$ cat src/rtl/regdst_pkg.sv
// Shared definitions for the register-destination select pipe.
// Holds default sizes, the buffer state encoding and a select-width helper.
package regdst_pkg;

    localparam int DEF_WIDTH = 5;
    localparam int DEF_NSRC  = 4;

    typedef enum logic [1:0] {
        EMPTY = 2'd0,
        ONE   = 2'd1,
        TWO   = 2'd2
    } state_e;

    // Select width is clog2 of the source count, never below one bit.
    function automatic int sel_width(input int n);
        return (n <= 2) ? 1 : $clog2(n);
    endfunction

endpackage

$ cat src/rtl/regdst_mux.sv
// Combinational source selector for the register-destination pipe.
// Out-of-range selects yield zero and raise out_of_range_o.
module regdst_mux
    import regdst_pkg::*;
#(
    parameter int WIDTH = DEF_WIDTH,
    parameter int NSRC  = DEF_NSRC,
    localparam int SW   = sel_width(NSRC)
) (
    input  logic [SW-1:0]         sel_i,
    input  logic [NSRC*WIDTH-1:0] data_i,
    output logic [WIDTH-1:0]      value_o,
    output logic                  out_of_range_o
);

    // Pick the addressed source; unmatched selects leave the zero default.
    always_comb begin
        value_o        = '0;
        out_of_range_o = (int'(sel_i) >= NSRC);
        for (int i = 0; i < NSRC; i++) begin
            if (sel_i == SW'(i)) begin
                value_o = data_i[i*WIDTH +: WIDTH];
            end
        end
    end

endmodule

$ cat src/rtl/regdst_sel_pipe.sv
// Select-and-buffer stage: picks one of NSRC register numbers into a 2-entry skid buffer.
// Optional REGDST_ZERO_SQUASH_EN drops zero-valued pushes (writes to $0).
module regdst_sel_pipe
    import regdst_pkg::*;
#(
    parameter int WIDTH = DEF_WIDTH,
    parameter int NSRC  = DEF_NSRC,
    localparam int SW   = sel_width(NSRC)
) (
    input  logic                  clk,
    input  logic                  rst,
    input  logic                  flush,
    input  logic                  in_valid,
    output logic                  in_ready,
    input  logic [SW-1:0]         in_sel,
    input  logic [NSRC*WIDTH-1:0] in_data,
    output logic                  out_valid,
    input  logic                  out_ready,
    output logic [WIDTH-1:0]      out_data,
    output logic                  sel_err
);

    state_e             state_q, state_d;
    logic [WIDTH-1:0]   main_q, main_d;
    logic [WIDTH-1:0]   skid_q, skid_d;
    logic               in_ready_q;
    logic               sel_err_q, sel_err_d;

    logic [WIDTH-1:0]   sel_val;
    logic               sel_oor;
    logic               push;
    logic               pop;
    logic               store;

    regdst_mux #(
        .WIDTH (WIDTH),
        .NSRC  (NSRC)
    ) u_mux (
        .sel_i          (in_sel),
        .data_i         (in_data),
        .value_o        (sel_val),
        .out_of_range_o (sel_oor)
    );

    assign in_ready  = in_ready_q;
    assign out_valid = (state_q != EMPTY);
    assign out_data  = main_q;
    assign sel_err   = sel_err_q;

    assign push = in_valid && in_ready_q && !flush;
    assign pop  = out_valid && out_ready && !flush;

`ifdef REGDST_ZERO_SQUASH_EN
    assign store = push && (sel_val != '0);
`else
    assign store = push;
`endif

    // Next-state of the skid buffer; flush empties it and wins over handshakes.
    always_comb begin
        state_d   = state_q;
        main_d    = main_q;
        skid_d    = skid_q;
        sel_err_d = sel_err_q | (push & sel_oor);
        if (flush) begin
            state_d = EMPTY;
        end else begin
            unique case (state_q)
                EMPTY: begin
                    if (store) begin
                        state_d = ONE;
                        main_d  = sel_val;
                    end
                end
                ONE: begin
                    if (store && pop) begin
                        main_d = sel_val;
                    end else if (store) begin
                        state_d = TWO;
                        skid_d  = sel_val;
                    end else if (pop) begin
                        state_d = EMPTY;
                    end
                end
                TWO: begin
                    if (pop) begin
                        state_d = ONE;
                        main_d  = skid_q;
                    end
                end
                default: begin
                    state_d = EMPTY;
                end
            endcase
        end
    end

    // Register buffer state, entries, registered ready and sticky error.
    always_ff @(posedge clk) begin
        if (rst) begin
            state_q    <= EMPTY;
            main_q     <= '0;
            skid_q     <= '0;
            in_ready_q <= 1'b1;
            sel_err_q  <= 1'b0;
        end else begin
            state_q    <= state_d;
            main_q     <= main_d;
            skid_q     <= skid_d;
            in_ready_q <= (state_d != TWO);
            sel_err_q  <= sel_err_d;
        end
    end

endmodule

$ cat config.mk
export PLATFORM = sky130hd
export DESIGN_NAME = regdst_sel_pipe
export DESIGN_NICKNAME = d
export VERILOG_FILES = /design/src/rtl/regdst_pkg.sv /design/src/rtl/regdst_mux.sv /design/src/rtl/regdst_sel_pipe.sv
export SDC_FILE = /design/constraint.sdc
export NUM_CORES = 1
export LEC_CHECK = 0
export ABC_CLOCK_PERIOD_IN_PS = 2100
export CAP_MARGIN = 25
export CORE_MARGIN = 2
export CORE_UTILIZATION = 43
export DETAILED_ROUTE_END_ITERATION = 10
export PLACE_DENSITY = 0.85
export REMOVE_ABC_BUFFERS = 1
export SLEW_MARGIN = 30
export SYNTH_ARGS = -nofsm -noshare
export SYNTH_HDL_FRONTEND = slang
export SYNTH_SLANG_ARGS = --single-unit
export TNS_END_PERCENT = 10
$ cat constraint.sdc
create_clock -name clk -period 2.1 [get_ports clk]
set_input_delay 0.315 -clock clk [delete_from_list [all_inputs] [get_ports clk]]
set_output_delay 0.315 -clock clk [all_outputs]
set_load 0.1 [all_outputs]
# --- Word level (Yosys, flattened, before mapping) ---
# Index checks and enable logic that the tools add are counted.
op_classes:
  n_eq_ne: 9
  reduce_logical: 12
  n_mux: 15
  bitwise_logic: 2
ops:
  columns: ["op", "n"]
  rows:
  - ["$mux W5", 7]
  - ["$pmux W5 S3", 1]
  - ["$mux W2", 6]
  - ["$ne A2 B2 Y1 const B", 4]
  - ["$eq A2 B2 Y1 const B", 3]
  - ["$pmux W2 S3", 1]
  - ["$logic_and A1 B1 Y1", 5]
  - ["$reduce_and A5 Y1", 1]
  - ["$eq A2 B1 Y1 const B", 2]
  - ["$logic_not A2 Y1", 2]
  - ["$reduce_and A4 Y1", 1]
  - ["$reduce_bool A3 Y1", 1]
  - ["$not A1 Y1", 2]
  - ["$reduce_bool A2 Y1", 1]
  - ["$logic_not A1 Y1", 1]
totals:
  reg_bits: 13
  elab_cells: 42
  inputBits: 27
  out_inout_bits: 8

# --- Longest topological paths before layout ---
# Gate-level depths: netlist of run 1.
logic_depth:
  ltp_word: 9
  ltp_mapped: 5
  mapped_depth_nobuf: 4

# --- Modules after synthesis ---
# Synthesis of run 1 repeated with hierarchy kept, for this count alone.
hier_totals:
  hier_cells: 66
  hier_area_um2: 760.7
modules_own_cells:
  columns: ["mod", "seq_area_each_um2", "instances", "area_each_um2", "cells_each"]
  rows:
  - ["regdst_sel_pipe", 280.3, 1, 625.6, 58]
  - ["regdst_mux", 0.0, 1, 135.1, 8]

# --- Worst setup path after synthesis of run 1 ---
# No wires, ideal clock.
synth_timing:
  path_type: "register to register"
  startpoint: "register in_ready_q (netlist: in_ready)"
  endpoint: "register skid_q[0]"
  synth_period_minus_slack_ns: 1.955
  path_stages_with_launch: 6
  required_ns: 1.975
  arrival_ns: 1.830
  setup_slack_ns: 0.145
  n_path_buf: 1
  setup_time_ns: 0.125
  path_cell_list: "dfxtp_1 > nand3b_4 > or3_1 > buf_6 > mux2i_1 > nor2_1"
synth_via:
  elab_chain_cells: 5
synth_lines:
  columns: ["item", "line", "rtl"]
  rows:
  - ["from (decl)", "regdst_sel_pipe.sv:26", "logic in_ready_q;"]
  - ["from (signal assigned)", "regdst_sel_pipe.sv:110", "in_ready_q <= (state_d != TWO);"]
  - ["$logic_and A1 B1 Y1 (*) (2 in series)", "regdst_sel_pipe.sv:50", "assign push = in_valid && in_ready_q && !flush;"]
  - ["$logic_and A1 B1 Y1", "regdst_sel_pipe.sv:76", "if (store && pop) begin"]
  - ["$not A1 Y1 (no line)", null, null]
  - ["$reduce_and A4 Y1 (no line) (*)", null, null]
  - ["to (signal assigned)", "regdst_sel_pipe.sv:109", "skid_q <= skid_d;"]
  - ["to (decl)", "regdst_sel_pipe.sv:25", "logic [WIDTH-1:0] skid_q, skid_d;"]
# Every way passes the cells marked *; elsewhere a longest branch is shown, timed or not.
# A chain may end at the register's enable or synchronous reset.

# --- Worst setup path in the final report of run 1 ---
layout_timing:
  startpoint: "input in_sel[0]"
  endpoint: "register main_q[1] (netlist: out_data[1])"
layout_via:
  elab_chain_cells: 7
  word_cells_on_any_way: 11
  cone_classes: "eq/ne (3); mux (7); reduce/logical (1)"
layout_lines:
  columns: ["item", "line", "rtl"]
  rows:
  - ["from (decl)", "regdst_sel_pipe.sv:15", "input logic [SW-1:0] in_sel,"]
  - ["$logic_not A2 Y1", "regdst_mux.sv:21", "if (sel_i == SW'(i)) begin"]
  - ["$mux W5 (3 in series)", "regdst_mux.sv:21", null]
  - ["$mux W5 (*)", "regdst_mux.sv:21", null]
  - ["$mux W5 (on tied branches)", "regdst_sel_pipe.sv:76, regdst_sel_pipe.sv:70", null]
  - ["$pmux W5 S3 (*)", "regdst_sel_pipe.sv:68", "unique case (state_q)"]
  - ["to (signal assigned)", "regdst_sel_pipe.sv:108", "main_q <= main_d;"]
  - ["to (decl)", "regdst_sel_pipe.sv:24", "logic [WIDTH-1:0] main_q, main_d;"]
# Every way passes the cells marked *; elsewhere a longest branch is shown, timed or not. The select of a mux whose other input is x is not followed.

==> results.json, run 1 <==
{
  "ys_types": 28,
  "hold_viol": 0,
  "antenna_cells": 0,
  "cts_buffer_depth": 2,
  "max-cap-violations": 0,
  "drive_gt1_share_pct": 19.4,
  "rsz0062_at_grt": "no",
  "p_leak_nw": 0.469,
  "min_period_ns": 1.73,
  "cts_tree": "yes",
  "yosysSeqAreaShare_pct": 34.4,
  "placed_area_um2": 1070,
  "fin_skew_ns": 0.00133,
  "drt-initial-drc-count": 7,
  "worstSetupEndpointType": "register",
  "rows": 15,
  "status": "complete, no violations",
  "dieHeight_um": 46.0,
  "cts_setup_buffers": 0,
  "grt_pass1_wl_um": 2550,
  "max_stage_delay_ns": 0.65,
  "r2r_cells": 4,
  "layout.nets": 136,
  "crit_slowest_cell": "clkdlybuf4s50_1",
  "cts_max_level": 1,
  "setup_viol": 0,
  "clkSlewWorstSetupHoldPaths_ns": 0.08,
  "hold_path.class": "reg2reg",
  "fillers": 144,
  "start_util_pct": 44.8,
  "clkSinkCount": 13,
  "vias_per_cell": 5.53,
  "syn_area_um2": 757,
  "avgSynthCellArea_um2": 10.2,
  "dieArea_um2": 2110,
  "grt_overflow": 0,
  "final_common_cell": "clkdlybuf4s50_1",
  "fmax_mhz": 578,
  "power_mw": 0.611,
  "cts_resized": 0,
  "worstSetupPathType": "in2reg",
  "syn2layout_area_growth_pct": 45.0,
  "ant_nets": 0,
  "setup_tns_ns": 0,
  "cts_hold_buf": 0,
  "drt_wl_total_um": 1640,
  "finalMaxSlewViolations": 0,
  "fin_crit_sh_pct": 82.3,
  "io_buffers": 33,
  "yosysWarnings": 0,
  "crit_arrival_ns": 1.90,
  "cts_buffers": 3,
  "vias": 691,
  "cts-root-buf": "clkbuf_4",
  "clk_latency_ns": 0.27,
  "peakVddDrop_v": 0.000248,
  "holdPathStages": 2,
  "dp_hpwl_um": 1310,
  "grt_max_degree": 10,
  "die_w_um": 46.0,
  "layout_common_cells": "26 x clkdlybuf4s50_1, 13 x dfxtp_1, 10 x nor2_1, 10 x buf_4, 9 x mux2i_1",
  "netlist_instances": 74,
  "power_density_nw_per_um2": 557,
  "grt_util_all_layers_pct": 17.0,
  "wl_per_cell_um": 13.1,
  "grt_pass1_vias": 657,
  "ys_seq_elements": 13,
  "antenna_found_initial": 0,
  "crit_chain": "clkdlybuf4s50_1 > mux4_2 > mux2i_1 > o21a_1 > nor2_1",
  "drc": 0,
  "crit_path_start_kind": "input pin",
  "cp_max_fo": 5,
  "drt_first_pass_iters": 4,
  "ios": 35,
  "required_ns": 2.27,
  "core-area_um2": 1690,
  "final_area_um2": 1100,
  "place.gp.congestion": 0.833
}
[state kept, by name, indices dropped and copies added, names as in the netlist]
| register | flops |
|---|---|
| skid_q | 5 |
| out_data | 5 |
| in_ready | 1 |
| state_q | 2 |
[layer usage]
metal  vias up  wire length [um]  track usage (%)
li1        337                 -                -
met1       312               629             18.5
met2        38               828             30.8
met3         4               142             2.78
met4         0                39             8.57
met5         -                 0                0
[stage by stage]
step	setup slack [ns]	cells	hold WS [ns]	utilization, %
after global placement	0.0839	121	0.477	63.4
after floorplan	0.143	68	0.387	-
after CTS	0.348	125	0.515	65.0
final	0.371	125	0.512	65.0
after detailed placement	0.0676	121	0.488	63.4
after global routing	0.339	125	0.550	65.0
[critical path: cells and delay by family]
kind            cells  cell delay, ns
compound gates      1            0.16
buf+inv             1            0.65
mux                 2            0.73
simple gates        1            0.05
[synth_stat cells]
cell type | n | share of area [%]
a21oi_1 | 2 | 1.3
a31oi_1 | 1 | 0.83
buf_1 | 1 | 0.50
buf_2 | 1 | 0.66
buf_4 | 1 | 0.99
buf_6 | 2 | 3.0
clkbuf_1 | 1 | 0.50
conb_1 | 1 | 0.50
dfxtp_1 | 13 | 34
inv_1 | 2 | 0.99
mux2i_1 | 9 | 12
mux4_2 | 5 | 15
nand2_1 | 1 | 0.50
nand2b_1 | 2 | 1.7
nand3b_1 | 1 | 0.99
nand3b_4 | 1 | 2.6
nor2_1 | 10 | 5.0
nor2b_1 | 2 | 1.7
nor3_2 | 1 | 1.3
nor3b_1 | 1 | 0.99
nor4_1 | 1 | 0.83
o21a_1 | 4 | 4.0
o21ai_0 | 2 | 1.3
o31ai_1 | 5 | 5.0
or2_2 | 1 | 0.83
or3_1 | 1 | 0.83
or4_1 | 1 | 0.99
xnor2_1 | 1 | 1.2
[cell families (layout without fill, tap and decap cells)]
kind of cell	Yosys count	after routing	share of synthesized area, %
XOR/XNOR	1	1	1.16
buffers and inverters	8	42	6.61
multiplexers	14	14	26.8
other	1	1	0.495
AO/OA/AOI/OAI	14	14	12.4
AND/OR/NAND/NOR	23	23	18.2
flip-flops	13	13	34.4
[report_power, final]
| part | total (mW) | switching (mW) | internal [mW] | leakage, nW |
|---|---|---|---|---|
| Clock | 0.153 | 0.0794 | 0.0737 | 0.0150 |
| Sequential | 0.261 | 0.00579 | 0.256 | 0.106 |
| Combinational | 0.197 | 0.109 | 0.0877 | 0.348 |
| Total | 0.611 | 0.195 | 0.417 | 0.469 |
[path summary, 6_finish.rpt]
kind                              end                startpoint  slack [ns]
max          out_data[1]$_SDFFE_PP0P_                 in_sel[0]        0.37
min          out_data[0]$_SDFFE_PP0P_  out_data[0]$_SDFFE_PP0P_        0.51
max reg2reg    skid_q[1]$_SDFFE_PP0P_     state_q[1]$_SDFF_PP0_        0.70
min reg2reg  out_data[0]$_SDFFE_PP0P_  out_data[0]$_SDFFE_PP0P_        0.51
[layout make-up]
cell class	instances	area (um^2)	area share, %
Inverter	2	7.51	0.684
Clock buffer	4	26.3	2.39
Timing Repair Buffer	36	335	30.6
Sequential cell	13	260	23.7
Tap cell	17	21.3	1.94
Multi-Input combinational cell	53	447	40.7
(Power assumes the default switching activity.)
==> inputs of run 2 (changes only) <==
ABC_CLOCK_PERIOD_IN_PS = 1600   (was 2100)
CORE_UTILIZATION = 40   (was 43)
PLACE_DENSITY = 0.8   (was 0.85)
clock period = 1.6 ns   (was 2.1 ns; I/O delays follow)
==> run 2 against run 1 <==
  * Final area rose by 16%
  * Non-clock buffer count rose by 9
  * Sequential share of layout area fell by 3.2 points
  * Count of clock-buffer cells in the layout did not move
  * Largest cell class is now buffers
==> results.json, run 2 (synthesis gave the netlist of run 1 again) <==
{
  "vias": 736,
  "cts-root-buf": "clkbuf_4",
  "cp_max_fo": 5,
  "power_mw": 0.854,
  "intPower_mw": 0.588,
  "place.gp.congestion": 0.816,
  "drt_first_pass_iters": 4,
  "core-area_um2": 1750,
  "ios": 35,
  "clkSinkCount": 13,
  "setup_viol": 0,
  "grt_overflow": 0,
  "max-cap-violations": 0,
  "finalMaxSlewViolations": 0,
  "layout_common_cells": "25 x clkdlybuf4s50_1, 13 x dfxtp_1, 11 x buf_4",
  "syn2layout_area_growth_pct": 67.9,
  "status": "complete, no violations",
  "io_buffers": 33,
  "cts_buffers": 3,
  "crit_family": "simple AND/OR/NAND/NOR gates",
  "power_density_nw_per_um2": 672,
  "dp_hpwl_um": 1520,
  "grt_util_all_layers_pct": 19.4,
  "fin_crit_sh_pct": 89.9,
  "grt_pass1_vias": 717,
  "ant_nets": 0,
  "crit_chain": "clkdlybuf4s50_1 > nand3b_4 > or3_1 > mux2i_1 > nor2_1",
  "holdPathStages": 2,
  "grt_max_degree": 10,
  "peakVddDrop_v": 0.000408,
  "p_seq_share_pct": 40.8,
  "start_util_pct": 43.4,
  "fmax_mhz": 695,
  "wl_met2_um": 927,
  "clk_latency_ns": 0.28,
  "fillers": 141,
  "grt_pass1_wl_um": 2970,
  "drive_gt1_share_pct": 26.5,
  "required_ns": 1.77,
  "clock_power_share_pct": 23.5,
  "top_layer": "met4",
  "r2r_cells": 4,
  "rows": 15,
  "hold_viol": 0,
  "crit_path_start_kind": "input pin",
  "r2r_setup_slack_ns": 0.21,
  "antenna_found_initial": 0,
  "path_buf_inv": 1,
  "antenna_cells": 0,
  "final_common_cell": "clkdlybuf4s50_1",
  "dieArea_um2": 2260,
  "setup_tns_ns": 0,
  "hold_path.class": "reg2reg",
  "cts_max_level": 1,
  "drt-initial-drc-count": 10,
  "sw_frac_of_total_pct": 31.2,
  "rsz0062_at_grt": "no",
  "worstSetupPathType": "in2reg",
  "min_period_ns": 1.44,
  "crit_arrival_ns": 1.61,
  "dieHeight_um": 47.5,
  "cts_tree": "yes",
  "utilization_pct": 72.8,
  "p_switching_mw": 0.267,
  "drc": 0,
  "p_leak_nw": 0.547,
  "crit_slowest_cell": "clkdlybuf4s50_1",
  "comb_power_share_pct": 35.7,
  "wl_met3_um": 119,
  "layout.nets": 145,
  "vias_per_cell": 5.18,
  "drt_wl_total_um": 1820,
  "wl_met1_um": 709,
  "path_depth": 5,
  "cts_buffer_depth": 2,
  "wl_per_cell_um": 12.8,
  "worstSetupEndpointType": "register",
  "clkSlewWorstSetupHoldPaths_ns": 0.08,
  "cts_hold_buf": 0,
  "fin_skew_ns": 0.00378,
  "max_stage_delay_ns": 0.52,
  "die_w_um": 47.5
}
[run 2: timing repair]
action                                  CTS  global route
endpoints found under the setup margin    0             1
gates resized for setup                   0             3
setup buffers                             0             1
[run 2: cell type report]
| cell class | count | area, um^2 | area share, % |
|---|---|---|---|
| Timing Repair Buffer | 45 | 497 | 39.1 |
| Multi-Input combinational cell | 53 | 449 | 35.3 |
| Sequential cell | 13 | 260 | 20.5 |
| Tap cell | 25 | 31.3 | 2.46 |
| Clock buffer | 4 | 26.3 | 2.07 |
| Inverter | 2 | 7.51 | 0.591 |
[run 2: worst register-to-register path, stage by stage, from the launching register on]
cell	delay [ns]
dfxtp_1	0.43
nand3b_4	0.10
or3_1	0.50
mux2i_1	0.20
nor2_1	0.05
[run 2: routing by layer]
layer | track usage, % | vias to the layer above
li1 | - | 355
met1 | 21.8 | 338
met2 | 33.2 | 39
met3 | 2.26 | 4
met4 | 14.4 | 0
met5 | 0 | -
[run 2: through the flow]
step | hold WS, ns | instances | setup WS, ns | area (um^2)
5_1_grt | 0.544 | 142 | 0.0923 | 1270
6_report | 0.512 | 142 | 0.162 | 1270
3_5_place_dp | 0.494 | 137 | -0.259 | 1230
3_3_place_gp | 0.477 | 137 | -0.197 | 1230
2_1_floorplan | 0.312 | 68 | -0.357 | 714
4_1_cts | 0.513 | 141 | 0.0331 | 1250
[run 2: path summary, 6_finish.rpt]
check | end | from
worst max register to register | skid_q[1]$_SDFFE_PP0P_ | in_ready$_SDFF_PP1_
worst max-delay path | skid_q[1]$_SDFFE_PP0P_ | in_valid
worst min register to register | skid_q[0]$_SDFFE_PP0P_ | skid_q[0]$_SDFFE_PP0P_
worst min-delay path | skid_q[0]$_SDFFE_PP0P_ | skid_q[0]$_SDFFE_PP0P_
[run 2: power by group through the flow]
| stage | Clock, mW | Sequential, mW | Combinational, mW |
|---|---|---|---|
| 2_1_floorplan | 0 | 0.418 | 0.0875 |
| 3_3_place_gp | 0 | 0.356 | 0.298 |
| 3_5_place_dp | 0 | 0.356 | 0.304 |
| 4_1_cts | 0.205 | 0.348 | 0.305 |
| 5_1_grt | 0.224 | 0.350 | 0.321 |
| 6_report | 0.200 | 0.349 | 0.305 |
